### config.mk
export PLATFORM = sky130hd
export DESIGN_NAME = and_result_buffer
export DESIGN_NICKNAME = d
export VERILOG_FILES = /design/src/rtl/and_result_pkg.sv /design/src/rtl/and_result_buffer_mem.sv /design/src/rtl/and_result_buffer.sv
export SDC_FILE = /design/constraint.sdc
export NUM_CORES = 1
export LEC_CHECK = 0
export ABC_AREA = 1
export BUFFER_PORTS_ARGS = -buffer_cell sky130_fd_sc_hd__buf_2
export CAP_MARGIN = 25
export CORE_MARGIN = 2
export CORE_UTILIZATION = 60
export DETAILED_ROUTE_END_ITERATION = 10
export HOLD_SLACK_MARGIN = 0.15
export PLACE_DENSITY = 0.83
export SYNTH_ARGS = -nofsm -noshare
export SYNTH_HDL_FRONTEND = slang
export SYNTH_SLANG_ARGS = --single-unit
export TNS_END_PERCENT = 50
### constraint.sdc
create_clock -name clk -period 5 [get_ports clk]
set_input_delay 0.25 -clock clk [delete_from_list [all_inputs] [get_ports clk]]
set_output_delay 0.25 -clock clk [all_outputs]
set_load 0.03 [all_outputs]
### src/rtl/and_result_pkg.sv
// Shared types and elaboration helpers for the AND-result buffer.
package and_result_pkg;

    localparam int unsigned DATA_W_DEF = 8;

    typedef logic [DATA_W_DEF-1:0] result_t;

    function automatic logic is_pow2(input int unsigned v);
        return (v != 0) && ((v & (v - 1)) == 0);
    endfunction

endpackage

### src/rtl/and_result_buffer_mem.sv
// Storage array for the result FIFO: one write port, one asynchronous read port.
module and_result_buffer_mem
    import and_result_pkg::*;
#(
    parameter int unsigned DATA_W = DATA_W_DEF,
    parameter int unsigned DEPTH  = 4
) (
    input  logic                       clk,
    input  logic                       we,
    input  logic [$clog2(DEPTH)-1:0]   waddr,
    input  logic [DATA_W-1:0]          wdata,
    input  logic [$clog2(DEPTH)-1:0]   raddr,
    output logic [DATA_W-1:0]          rdata
);

    logic [DATA_W-1:0] mem [DEPTH];

    // Contents survive reset; only the pointers in the parent decide validity.
    always_ff @(posedge clk) begin
        if (we) begin
            mem[waddr] <= wdata;
        end
    end

    assign rdata = mem[raddr];

endmodule

### src/rtl/and_result_buffer.sv
// Show-ahead FIFO buffering clocked AND results behind a valid/ready interface.
// Optional feature macro: RESULT_PARITY_EN adds out_parity (^out_data, 0 while empty).
module and_result_buffer
    import and_result_pkg::*;
#(
    parameter int unsigned DATA_W = DATA_W_DEF,
    parameter int unsigned DEPTH  = 4
) (
    input  logic                       clk,
    input  logic                       reset,
    input  logic                       in_valid,
    input  logic [DATA_W-1:0]          in_data,
    input  logic                       out_ready,
    output logic                       out_valid,
    output logic [DATA_W-1:0]          out_data,
    output logic [$clog2(DEPTH):0]     level,
    output logic                       full,
    output logic                       empty,
    output logic                       overflow,
    input  logic                       clr_ovf
`ifdef RESULT_PARITY_EN
    ,
    output logic                       out_parity
`endif
);

    localparam int unsigned AW = $clog2(DEPTH);
    localparam int unsigned PW = AW + 1;

    if (!is_pow2(DEPTH) || DEPTH < 2) begin : g_bad_depth
        $fatal(1, "and_result_buffer: DEPTH must be a power of two and >= 2");
    end

    logic [PW-1:0]     wr_ptr;
    logic [PW-1:0]     rd_ptr;
    logic [PW-1:0]     level_q;
    logic              overflow_q;
    logic [DATA_W-1:0] rdata;
    logic              push;
    logic              pop;
    logic              drop;
    logic              empty_c;
    logic              full_c;

    // Extra pointer MSB distinguishes full from empty when the index bits match.
    assign empty_c = (wr_ptr == rd_ptr);
    assign full_c  = (wr_ptr[AW] != rd_ptr[AW]) && (wr_ptr[AW-1:0] == rd_ptr[AW-1:0]);

    assign pop  = !empty_c && out_ready;
    assign push = in_valid && (!full_c || pop);
    assign drop = in_valid && full_c && !pop;

    always_ff @(posedge clk) begin
        if (reset) begin
            wr_ptr     <= '0;
            rd_ptr     <= '0;
            level_q    <= '0;
            overflow_q <= 1'b0;
        end else begin
            if (push) begin
                wr_ptr <= wr_ptr + PW'(1);
            end
            if (pop) begin
                rd_ptr <= rd_ptr + PW'(1);
            end
            if (push && !pop) begin
                level_q <= level_q + PW'(1);
            end else if (pop && !push) begin
                level_q <= level_q - PW'(1);
            end
            // A drop in the same cycle as clr_ovf keeps the flag set.
            if (drop) begin
                overflow_q <= 1'b1;
            end else if (clr_ovf) begin
                overflow_q <= 1'b0;
            end
        end
    end

    and_result_buffer_mem #(
        .DATA_W (DATA_W),
        .DEPTH  (DEPTH)
    ) u_mem (
        .clk    (clk),
        .we     (push && !reset),
        .waddr  (wr_ptr[AW-1:0]),
        .wdata  (in_data),
        .raddr  (rd_ptr[AW-1:0]),
        .rdata  (rdata)
    );

    assign out_valid = !empty_c;
    assign out_data  = empty_c ? '0 : rdata;
    assign level     = level_q;
    assign full      = full_c;
    assign empty     = empty_c;
    assign overflow  = overflow_q;

`ifdef RESULT_PARITY_EN
    assign out_parity = ^out_data;
`endif

endmodule

* Yosys cells after proc, flatten, opt, wreduce, memory -nomap -nowiden
Memory sizes are Yosys's and may differ from the RTL's. A register that Yosys moved wholly into a read port is not among the register bits.
Index checks and enable logic that the tools add are counted.
** Storage, ports and cells
- Memories :: 1
- RAM bits :: 32
- Input port bits :: 13
- Logic and storage cells :: 37
- Output and inout bits :: 15
- Register bits after elaboration :: 10
** Operators by class
- Add/subtract/negate cells :: 4
- Equality and inequality tests :: 3
- Muxes and demuxes :: 9
- Reduce and logical (&&, ||, !) cells :: 16
** Memory list
- u_mem.mem :: depth 4, width 8, rd ports 1, clocked after Yosys merged registers in 1, write ports 1, line and_result_buffer_mem.sv:16 : logic [DATA_W-1:0] mem [DEPTH];
** Operators by type and width (number)
- adder 3 x 1 -> 3 bit (second input constant) :: 3
- logical AND 1 bit :: 8
- 2-to-1 mux 8 bit :: 1
- 2-to-1 mux 3 bit :: 2
- logical NOT 1 bit :: 5
- 2-to-1 mux 1 bit :: 4
- 2-to-1 mux 2 bit :: 2
- nonzero test 2 bit :: 2
- == test 3 bit :: 1
- subtractor 3 x 1 -> 3 bit (second input constant) :: 1
- == test 2 bit :: 1
- logical OR 1 bit :: 1
- inequality test 1 bit :: 1

* Logic depth before layout (Yosys ltp)
- Depth after elaboration :: 9
- Depth in mapped cells :: 13
- Depth with buffers taken out :: 13

* Hierarchy
A second synthesis with hierarchy kept.
** Second synthesis, totals
- Cell total of the unflattened synthesis :: 226
- Area, all modules :: 2014.4 µm²
** By module, submodules not included
- and_result_buffer_mem :: seq. area each 960.9 µm², cells an instance 133, instances 1, area each 1387.6 µm²
- and_result_buffer :: seq. area each 200.2 µm², cells an instance 93, instances 1, area each 626.9 µm²

* Least setup slack after synthesis
OpenSTA, ideal clock, no wires.
- Path type :: register to register
- Start point :: register wr_ptr[0]
- End point :: register level_q[2], in the netlist level[2]
- Clock period less this slack :: 1.926 ns
- Path buffers :: 0
- Slack :: 3.074 ns
- Data required time :: 4.878 ns
- Setup time :: 0.122 ns
- Data arrival time :: 1.804 ns
- Stages on the path, launching flop included :: 14
- Path through :: dfxtp_1 inv_2 nand2_1 nand2_2 nand4_2 nand2_2 inv_4 ha_1 inv_1 fa_1 a21oi_1 o21ai_0 o21ai_0 a21oi_1
** Between the ends
- Longest elaborated chain between the ends :: 8
- Elaborated cells between the ends (all ways) :: 14
- Those cells by class :: 2 x eq/ne; 1 x mux; 11 x reduce/logical
** Ends and longest elaborated chain
- start: declaration :: line and_result_buffer.sv:34 : logic [PW-1:0] wr_ptr;
- start signal: assignment :: line and_result_buffer.sv:61 : wr_ptr <= wr_ptr + PW'(1);
- == test 3 bit / == test 2 bit (equally long branches) :: line and_result_buffer.sv:46, and_result_buffer.sv:47
- logical NOT 1 bit / logical AND 1 bit (equally long branches) :: line and_result_buffer.sv:49, and_result_buffer.sv:47
- logical AND 1 bit / logical NOT 1 bit (equally long branches) :: line and_result_buffer.sv:49, and_result_buffer.sv:50
- logical OR 1 bit :: line and_result_buffer.sv:50 : assign push = in_valid && (!full_c || pop);
- logical AND 1 bit :: line and_result_buffer.sv:50
- logical NOT 1 bit :: line and_result_buffer.sv:68 : end else if (pop && !push) begin
- logical AND 1 bit :: line and_result_buffer.sv:68
- nonzero test 2 bit (no source line)
- end signal: assignment :: line and_result_buffer.sv:67 : level_q <= level_q + PW'(1);
- end signal: assignment :: line and_result_buffer.sv:69 : level_q <= level_q - PW'(1);
- end: declaration :: line and_result_buffer.sv:36 : logic [PW-1:0] level_q;
Several ways; a longest one is shown, not always the timed one.
A chain may end at the register's enable or synchronous reset.

==> summary.txt <==
STA
  • Fin. Hold Viols: 0
  • Final Setup Violations: 0
  • Fin crit period: 2372 ps
  • Setup ws final: 2628 ps
  • Post-route setup TNS: 0 ps
  • Slew Limit Fails: 0
  • Max_slew headroom: 58.32%
  • Max Fclk: 0.4217 GHz
  • Hold Slack: 208.5 ps
  • RSZ-0062 raised after global routing: no
  • Clock skew: 8.932 ps
  • Crit share post-route: 47.43%
  • Worst-Margin Slew: 624.4 ps

Yosys
  • Synth Cell Area: around 0.002 mm^2
  • Synth area leader: edfxtp_1
  • Synth top area share: between 40% and 50%
  • Cell variety after synth: 27
  • Ranking of synthesized cells by area: edfxtp_1 (49%), dfxtp_1 (12%), nor2_1 (6.4%), inv_1 (4.2%), ha_1 (3.8%)
  • Number of synthesized flops with an enable pin: 32
  • Synthesized flop and latch total: 44
  • Sequential area share after synthesis: approximately three fifths
  • Async S/R FF share, synth: 0%
  • Most used standard cell by instance count after synthesis: nor2_1
  • Top FF cell, synth: edfxtp_1
  • Post-synthesis cell count: approximately 180
  • Syn Area/Cell: 10.76 um^2
  • Synth cell count leaders: nor2_1 (34), edfxtp_1 (32), inv_1 (22)
  • Syn nets: 204
  • YS warnings: 0

Route
  • Wirelength, routed: 3634 um
  • Vias/cell: 5.127
  • First drt pass iteration count: 6
  • Drt drc: 0
  • DRT iter0 DRCs: 88
  • ANT nets after route: 0
  • Post-detailed-route wirelength per cell: approximately 14 um
  • DR vias: 1374

Global routing
  • GRT Total Usage: 21.72%
  • Global-route wire length before repair: 5706 um
  • Initial antenna violation count: 0
  • Largest net degree at the start of global routing: 18
  • Total grt overflow: 0
  • Vias in the first global route: 1322

Finish
  • Final Cell Area: 0.002281 mm^2
  • Sequential Area: 0.001201 mm^2
  • Final Net Count: 243
  • Ant diodes: 0
  • Layout cells sized above 1: about a quarter
  • Area Growth Syn to Fin: 15.16%
  • Area of the multi-input gates: 628.1 um^2
  • Fill count: 241

Setup path
  • CP Class: reg -> out
  • Crit-path max FO: 17
  • Worst R2R Setup Slack: 2690 ps
  • CP Capture Type: output port
  • Worst Reg-to-Reg Cells: 10
  • Worst r2r src: wr_ptr[1]$_SDFFE_PP0N_
  • Worst Path Required: 4750 ps
  • Worst Setup EP: out_data[4]
  • RR Endpoint: level[2]$_SDFFE_PP0P_
  • Startpoint types: flop
  • CP arrival: between 2000 and 2500 ps

Power and ir drop
  • Leak: 0.9734 nW
  • Pwr/cell area: roughly 370 mW/mm^2
  • VDD IR-drop max: 0.2825 mV

Outcome
  • Outcome: complete, no violations

Floorplanning
  • Initial core utilization: 63.83%
  • Die H: approximately 61 um
  • # rows: 20
  • Core ar.: about 0.0031 mm^2
  • Top Ports: 28
  • DIE AREA: 0.003777 mm^2
  • Die width: 61.46 um

Clocking
  • H-tree lvl count: 2
  • CTS Buf Count: 5
  • Clock-pin slew on the worst setup and hold paths: between 100 and 150 ps
  • CTS tree: yes
  • Root Driver: clkbuf_4
  • Clock sink total: 44
  • Worst-Skew Late Latency: roughly 350 ps
  • Clk buf depth: 2

Min path
  • Hold WC Path Type: in -> reg
  • Hold path cells: 3

Placed design
  • DP Worst Slack: 2680 ps
  • Gpl congestion: between 0.8 and 0.9
  • Port-buffer cells: 27
  • Placed inst area: 0.002128 mm^2
  • DP Wirelength: 2410 um

Run
  • Max Cap Viol: 0
-- placed cells by master, fill, tap and decap left out, types with 3 or more instances in the layout --
master | synthesis | layout
nor2_1 | 34 | 34
edfxtp_1 | 32 | 32
buf_2 | 0 | 27
inv_1 | 22 | 22
nand2_1 | 18 | 18
dfxtp_1 | 12 | 12
o21ai_0 | 11 | 11
dlygate4sd3_1 | 0 | 10
o32ai_1 | 8 | 8
ha_1 | 6 | 6
nor2_2 | 5 | 5
clkbuf_4 | 0 | 5
inv_2 | 4 | 4
a21oi_1 | 4 | 4
nand3_1 | 4 | 4
nand2_2 | 3 | 3
xor2_1 | 3 | 3
-- worst max-delay path, stage by stage, from the launching register on --
cell      delay, ps
dfxtp_1         740
clkinv_2        400
nor2_1          210
o32ai_1         120
nand2_1          90
inv_1            40
buf_2           170
-- kinds of logic (layout without fill, tap and decap cells) --
| group | count (synthesis) | after routing | share of synthesized area (%) |
|---|---|---|---|
| AOI/OAI and AO/OA | 27 | 27 | 8.718 |
| xor gates and xnor gates | 4 | 4 | 2.148 |
| adders and majority gates | 7 | 7 | 4.801 |
| buffers and inverters | 33 | 73 | 7.643 |
| DFF | 44 | 44 | 60.64 |
| and+or+nand+nor | 69 | 69 | 16.05 |
-- how the worst min path moves through the flow --
stage,startpoint,endpoint,slack (ps)
final,in_valid,overflow$_SDFFE_PP0P_,210
after global routing,in_valid,overflow$_SDFFE_PP0P_,210
after CTS,in_valid,overflow$_SDFFE_PP0P_,200
after detailed placement,overflow$_SDFFE_PP0P_,overflow$_SDFFE_PP0P_,450
after global placement,level[2]$_SDFFE_PP0P_,level[2]$_SDFFE_PP0P_,450
after floorplan,reset,rd_ptr[2]$_SDFFE_PP0N_,310
-- cell type report --
class                   count  share of cell area (%)
flip-flops and latches     44                   52.66
inverters                  28                   4.772
multi-input cells         107                   27.54
repair buffers             37                   10.31
clock buffers               6                   1.810
clock inverters             2                  0.4937
well taps                  44                   2.414
-- stage by stage --
stage	utilization [%]	instances	power, W
3_3_place_gp	68.59	250	0.0006707
6_report	73.51	268	0.0008378
3_5_place_dp	68.59	250	0.0006803
5_1_grt	73.51	268	0.0008795
2_1_floorplan	-	184	0.0006228
4_1_cts	73.51	268	0.0008401
-- repair_timing --
action	4_1_cts	5_1_grt
buffers inserted	0	0
hold buffers	10	0
endpoints found under the hold margin	36	0
resized for setup	0	0
-- metal layers --
layer  wire length, um  track usage [%]
met1              1471            24.65
met2              1904            36.78
met3               157            4.622
met4               101            14.59
met5                 0                0
-- report_power, final --
group          internal [W]  leakage (nW)  switching (W)
Combinational     0.0000777         0.558       0.000161
Clock             0.0000536        0.0259       0.000106
Sequential         0.000412         0.390      0.0000273
Total              0.000543         0.973       0.000294
-- sequential cells by signal, summed over array words and instances (netlist names), named ones only --
register and count:
level 3, u_mem.mem 32, overflow 1, wr_ptr 3, rd_ptr 3
Power figures use the tool's default switching activity.
